**src/rtl/uart_tx_arbiter_if.sv**
```systemverilog
//------------------------------------------------------------------------------
// Module      : uart_tx_arbiter_if
// Description : Requester-side and uart_core-side signals of the UART TX
//               arbiter, bundled so the arbiter and its users share one port.
//               The master modport is the requester/uart_core side; the slave
//               modport is the arbiter itself.
// Revision    : 1.0 - initial release
//------------------------------------------------------------------------------
`default_nettype none

interface uart_tx_arbiter_if #(
  parameter int NUM_REQ = 4,
  parameter int ID_W    = 2
);
  logic [NUM_REQ-1:0]   req_valid;
  logic [NUM_REQ*8-1:0] req_data;
  logic [NUM_REQ-1:0]   req_last;
  logic [NUM_REQ-1:0]   req_ready;
  logic                 tx_wr_en;
  logic [7:0]           tx_wr_data;
  logic                 tx_full;
  logic                 busy;
  logic [ID_W-1:0]      grant_id;

  modport master (
    output req_valid, req_data, req_last, tx_full,
    input  req_ready, tx_wr_en, tx_wr_data, busy, grant_id
  );

  modport slave (
    input  req_valid, req_data, req_last, tx_full,
    output req_ready, tx_wr_en, tx_wr_data, busy, grant_id
  );
endinterface

`default_nettype wire

```
**src/rtl/uart_tx_arbiter.sv**
```systemverilog
//------------------------------------------------------------------------------
// Module      : uart_tx_arbiter
// Description : Packet-granular round-robin arbiter sharing the uart_core TX
//               FIFO write port between NUM_REQ byte-stream requesters. A
//               granted requester owns the port until its last byte is taken.
// Options     : UART_ARB_CKSUM_EN - append an 8-bit XOR checksum after each
//               packet's last byte.
// Revision    : 1.0 - initial release
//------------------------------------------------------------------------------
`default_nettype none

module uart_tx_arbiter #(
  parameter int NUM_REQ = 4,
  parameter int ID_W    = 2
) (
  input  logic              clk,
  input  logic              reset_n,
  uart_tx_arbiter_if.slave  bus
);

`ifdef UART_ARB_CKSUM_EN
  typedef enum logic [1:0] {S_IDLE = 2'd0, S_XFER = 2'd1, S_CKSUM = 2'd2} state_t;
`else
  typedef enum logic [1:0] {S_IDLE = 2'd0, S_XFER = 2'd1} state_t;
`endif

  state_t             r_state;
  state_t             w_state_nxt;
  logic [ID_W-1:0]    r_rr_ptr;
  logic [ID_W-1:0]    r_grant_id;
  logic [ID_W-1:0]    w_pick;
  logic               w_any;
  logic               w_own_valid;
  logic               w_own_last;
  logic [7:0]         w_own_data;
  logic [NUM_REQ-1:0] w_ready;
  logic               w_wr_en;
  logic [7:0]         w_wr_data;
  logic               w_pkt_done;
`ifdef UART_ARB_CKSUM_EN
  logic [7:0]         r_cksum;
`endif

  // First valid requester after ptr, wrapping modulo NUM_REQ.
  function automatic logic [ID_W-1:0] f_rr_pick(input logic [NUM_REQ-1:0] valid,
                                                input logic [ID_W-1:0]    ptr);
    int   idx;
    logic found;
    f_rr_pick = '0;
    found     = 1'b0;
    for (int k = 1; k <= NUM_REQ; k++) begin
      idx = (int'(ptr) + k) % NUM_REQ;
      if (!found && valid[idx]) begin
        found     = 1'b1;
        f_rr_pick = ID_W'(idx);
      end
    end
  endfunction

  assign w_any       = |bus.req_valid;
  assign w_pick      = f_rr_pick(bus.req_valid, r_rr_ptr);
  assign w_own_valid = bus.req_valid[r_grant_id];
  assign w_own_last  = bus.req_last[r_grant_id];
  assign w_own_data  = bus.req_data[{r_grant_id, 3'b000} +: 8];

  // Next-state and handshake decode; data moves only in XFER/CKSUM.
  always_comb begin
    w_state_nxt = r_state;
    w_ready     = '0;
    w_wr_en     = 1'b0;
    w_wr_data   = w_own_data;
    w_pkt_done  = 1'b0;
    case (r_state)
      S_IDLE: begin
        if (w_any) w_state_nxt = S_XFER;
      end
      S_XFER: begin
        w_ready[r_grant_id] = ~bus.tx_full;
        w_wr_en             = w_own_valid & ~bus.tx_full;
        if (w_wr_en && w_own_last) begin
          w_pkt_done = 1'b1;
`ifdef UART_ARB_CKSUM_EN
          w_state_nxt = S_CKSUM;
`else
          w_state_nxt = S_IDLE;
`endif
        end
      end
`ifdef UART_ARB_CKSUM_EN
      S_CKSUM: begin
        w_wr_en   = ~bus.tx_full;
        w_wr_data = r_cksum;
        if (!bus.tx_full) w_state_nxt = S_IDLE;
      end
`endif
      default: w_state_nxt = S_IDLE;
    endcase
  end

  // State register; a reset mid-packet abandons the packet.
  always_ff @(posedge clk) begin
    if (!reset_n) r_state <= S_IDLE;
    else          r_state <= w_state_nxt;
  end

  // Grant capture in IDLE; pointer advances only when a packet completes.
  always_ff @(posedge clk) begin
    if (!reset_n) begin
      r_rr_ptr   <= ID_W'(NUM_REQ - 1);
      r_grant_id <= '0;
    end else begin
      if (r_state == S_IDLE && w_any) r_grant_id <= w_pick;
      if (w_pkt_done)                 r_rr_ptr   <= r_grant_id;
    end
  end

`ifdef UART_ARB_CKSUM_EN
  // Running XOR of accepted payload bytes, cleared when a packet is granted.
  always_ff @(posedge clk) begin
    if (!reset_n)                          r_cksum <= 8'h00;
    else if (r_state == S_IDLE && w_any)   r_cksum <= 8'h00;
    else if (r_state == S_XFER && w_wr_en) r_cksum <= r_cksum ^ w_own_data;
  end
`endif

  // Handshake outputs are forced low while reset is held.
  assign bus.req_ready  = reset_n ? w_ready : '0;
  assign bus.tx_wr_en   = reset_n & w_wr_en;
  assign bus.tx_wr_data = w_wr_data;
  assign bus.busy       = reset_n & (r_state != S_IDLE);
  assign bus.grant_id   = r_grant_id;

endmodule

`default_nettype wire
```
**src/flat_wrapper.sv**
```systemverilog
// flat-port wrapper written by rule: the top's interface ports become plain ports
module uart_tx_arbiter_flat 
#(
  parameter int NUM_REQ = 4,
  parameter int ID_W    = 2
)
  (clk, reset_n, bus_req_valid, bus_req_data, bus_req_last, bus_tx_full, bus_req_ready, bus_tx_wr_en, bus_tx_wr_data, bus_busy, bus_grant_id);
  uart_tx_arbiter_if #(.NUM_REQ(NUM_REQ), .ID_W(ID_W)) bus_i ();
  input  logic clk;
  input  logic reset_n;
  input wire logic [$bits(bus_i.req_valid)-1:0] bus_req_valid;
  input wire logic [$bits(bus_i.req_data)-1:0] bus_req_data;
  input wire logic [$bits(bus_i.req_last)-1:0] bus_req_last;
  input wire logic [$bits(bus_i.tx_full)-1:0] bus_tx_full;
  output wire logic [$bits(bus_i.req_ready)-1:0] bus_req_ready;
  output wire logic [$bits(bus_i.tx_wr_en)-1:0] bus_tx_wr_en;
  output wire logic [$bits(bus_i.tx_wr_data)-1:0] bus_tx_wr_data;
  output wire logic [$bits(bus_i.busy)-1:0] bus_busy;
  output wire logic [$bits(bus_i.grant_id)-1:0] bus_grant_id;
  assign bus_i.req_valid = bus_req_valid;
  assign bus_i.req_data = bus_req_data;
  assign bus_i.req_last = bus_req_last;
  assign bus_i.tx_full = bus_tx_full;
  assign bus_req_ready = bus_i.req_ready;
  assign bus_tx_wr_en = bus_i.tx_wr_en;
  assign bus_tx_wr_data = bus_i.tx_wr_data;
  assign bus_busy = bus_i.busy;
  assign bus_grant_id = bus_i.grant_id;
  uart_tx_arbiter #(.NUM_REQ(NUM_REQ), .ID_W(ID_W)) u_core (.clk(clk), .reset_n(reset_n), .bus(bus_i));
endmodule
```
**config.mk**
```make
export PLATFORM = sky130hd
export DESIGN_NAME = uart_tx_arbiter_flat
export DESIGN_NICKNAME = d
export VERILOG_FILES = /design/src/rtl/uart_tx_arbiter_if.sv /design/src/rtl/uart_tx_arbiter.sv /design/src/flat_wrapper.sv
export SDC_FILE = /design/constraint.sdc
export NUM_CORES = 1
export LEC_CHECK = 0
export ABC_AREA = 1
export BUFFER_PORTS_ARGS = -buffer_cell sky130_fd_sc_hd__buf_4
export CAP_MARGIN = 20
export CORE_ASPECT_RATIO = 0.9
export CORE_MARGIN = 3
export CORE_UTILIZATION = 30
export CTS_BUF_LIST = sky130_fd_sc_hd__clkbuf_8
export DETAILED_ROUTE_END_ITERATION = 10
export GPL_ROUTABILITY_DRIVEN = 0
export PLACE_DENSITY = 0.64
export SLEW_MARGIN = 40
export SYNTH_ARGS = -nofsm -noshare
export SYNTH_HDL_FRONTEND = slang
export SYNTH_SLANG_ARGS = --single-unit
export TNS_END_PERCENT = 5
```
**constraint.sdc**
```tcl
create_clock -name clk -period 2.7 [get_ports clk]
set_clock_uncertainty 0.15 [all_clocks]
set_input_delay 0.54 -clock clk [delete_from_list [all_inputs] [get_ports clk]]
set_output_delay 0.54 -clock clk [all_outputs]
set_load 0.01 [all_outputs]
```
==> reports/results.tsv <==
stage	metric	value	unit
timing	maxSlewViolCount	0	
cts	ctsHoldBuffers	0	
critical_path	critPathLaunchType	flop	
cts	cts-resized-gates	0	
floorplan	start_util	33.0	%
placement	placed_area	0.00120	mm^2
timing	finalHoldViolCount	0	
synthesis	ys_top_cells_by_count	37 x nand2_1, 14 x a22oi_1, 11 x nor2_1	
cells_and_area	utilization	55.3	%
critical_path	path_max_fanout	9	
routing	wire_per_inst	12.8	um
run	cap_violations	0	
routing	num_vias	1071	
timing	setup_viol	0	
floorplan	fp.dieW	58.6	um
cts	cts_tree	done	
synthesis	seq_area_frac_synth	13.4	%
grt	grt_pass1_vias	950	
hold_path	hp-start	u_core.r_state[0]	
cts	postCtsSetupBuffers	0	
placement	dp_hpwl	2260	um
grt	grt_max_degree	11	
timing	min_period	2.21	ns
synthesis	synth_most_common_cell	nand2_1	
grt	grt_pass1_wl	4340	um
critical_path	cp_data_required_time	2.01	ns
grt	grt_overflow_total	0	
hold_path	hold_path_depth	2	
cells_and_area	layout-drive-gt1-share	46.8	%
synthesis	syn_nets	170	
synthesis	postSynthCellCount	127	
cells_and_area	ff_latch_area	100	um^2
grt	track_usage	17.8	%
synthesis	netlist_top_cells_area	nand2_1 19%, a22oi_1 14%, dfxtp_1 13%	
floorplan	rows	16	
critical_path	cp.arrival	1.52	ns
cts	cts_made_buffers	3	
synthesis	synthFlopType	dfxtp_1	
floorplan	core_area	0.00226	mm^2
hold_path	hold_path_class	reg2reg	
cts	cts_buffer_depth	2	
floorplan	ios	59	
power_and_ir_drop	powerDensity	405	mW/mm^2
synthesis	synth_edf_count	0	
cts	cts_max_level	1	
cells_and_area	insertedDiodeCount	0	
cells_and_area	fillers	241	
timing	hold_slack	0.402	ns
critical_path	r2r.worst_path.cells	9	
power_and_ir_drop	p_leak	0.692	nW
cells_and_area	multi_input_area	564	um^2
synthesis	ys_types	23	
cts	cts.sinks	5	
timing	fin_tns_setup	0	ns
hold_path	worst_hold_path.endpoint	u_core.r_state[0]	
routing	drt_wl_total	2750	um
cells_and_area	area_growth	67.6	%
routing	drc_errors	0	
run_status	status	complete, no violations	
power_and_ir_drop	total_power	506	uW
floorplan	die_y	53.3	um
routing	drt_first_iter_violations	36	
cts	clk_latency	0.22	ns
critical_path	r2r_end	u_core.bus.grant_id[0]	
cts	cts-root-buf	clkbuf_8	
cts	clkTransAtPathRegs	0.04	ns
routing	first_pass_iters	4	
floorplan	dieArea	0.00312	mm^2
cells_and_area	fin_nets	232	
grt	antenna_found_initial	0	
timing	tightestPinTransition	0.412	ns
placement	port_buffers	58	
synthesis	ys_warn_count	0	
synthesis	synth_top_cell_area_share	18.6	%
critical_path	r2r-start	u_core.r_rr_ptr[0]	
critical_path	critical_path_class	reg2out	
synthesis	async_flop_share	0	%
timing	maxSlewHeadroom	72.5	%
synthesis	syn_area_per_cell	5.87	um^2
cells_and_area	design_area	0.00125	mm^2
routing	ant_nets	0	
timing	min_period_over_period	81.8	%
critical_path	reg2reg_slack	1.08	ns
power_and_ir_drop	irDropWorstVdd	285	uV
synthesis	synth.cell_area	746	um^2
routing	via_per_inst	4.98	
timing	max_freq	453	MHz
timing	rsz0062_at_grt	no	
synthesis	synth_top_cell_by_area	nand2_1	
critical_path	cp-end-kind	output pin	
synthesis	ys_ff_latch	5	
[logic make-up after synthesis]
family	Yosys count	share of synthesized area (%)
flops	5	13.4
buf+inv	19	10.9
simple gates	81	53.9
compound gates	22	21.8
[metal layers]
metal	wire, um	share of wire (%)	vias up	GRT usage (%)
met5	0	0	-	0
met4	7	0.25	0	4.63
li1	-	-	556	-
met2	1230	45	33	25.5
met1	1310	48	480	26.9
met3	201	7.3	2	2.68
[critical path: stages, from the launching register on]
cell      delay, ns
dfxtp_1        0.40
nand2_1        0.17
clkinv_1       0.26
a22oi_1        0.25
nand2_1        0.07
buf_4          0.14
[state kept, by name, summed over array words and instances, names as in the netlist]
signal	flops
u_core.r_state	1
u_core.bus.grant_id	2
u_core.r_rr_ptr	2
[worst max path at each step]
stage / slack (ns) / end / start
floorplan: 0.86 / bus_tx_wr_en / u_core.bus.grant_id[0]
global placement: 0.68 / bus_tx_wr_en / bus_req_valid[3]
detailed placement: 0.68 / bus_tx_wr_en / bus_req_valid[3]
CTS: 0.48 / bus_tx_wr_en / u_core.bus.grant_id[0]
global route: 0.32 / bus_tx_wr_data[7] / u_core.bus.grant_id[1]
finish: 0.49 / bus_tx_wr_data[4] / u_core.bus.grant_id[0]
[power breakdown]
group	switching, mW	leakage [nW]	internal (mW)	total [mW]
clock	0.0394	0.0255	0.0993	0.139
combinational	0.138	0.625	0.133	0.271
sequential	0.0153	0.0413	0.0810	0.0963
total	0.193	0.692	0.313	0.506
[through the flow]
stage | setup WS [ns] | instances
after global placement | 0.682 | 211
after CTS | 0.481 | 215
after global routing | 0.317 | 215
final | 0.491 | 215
after floorplan | 0.861 | 127
after detailed placement | 0.679 | 211
[area by class of cell]
type,instances,area share (%)
sequential,5,8.01
inverter,18,5.61
clock inverter,1,0.400
multi-input combinational,103,45.1
tap,27,2.70
clock buffer,3,3.30
timing repair buffer,58,34.8
[cells in the final DEF (no fill, tap or decap), types with 2 or more instances in the layout]
master,instances
inv_2,7
a22oi_1,14
buf_4,58
nand2_1,37
nand4_1,6
nand2_2,10
nand3_1,10
nor2_1,11
inv_1,9
nor2_4,2
o22ai_1,2
o21ai_0,3
dfxtp_1,5
clkbuf_8,3
(Power assumes the default switching activity.)
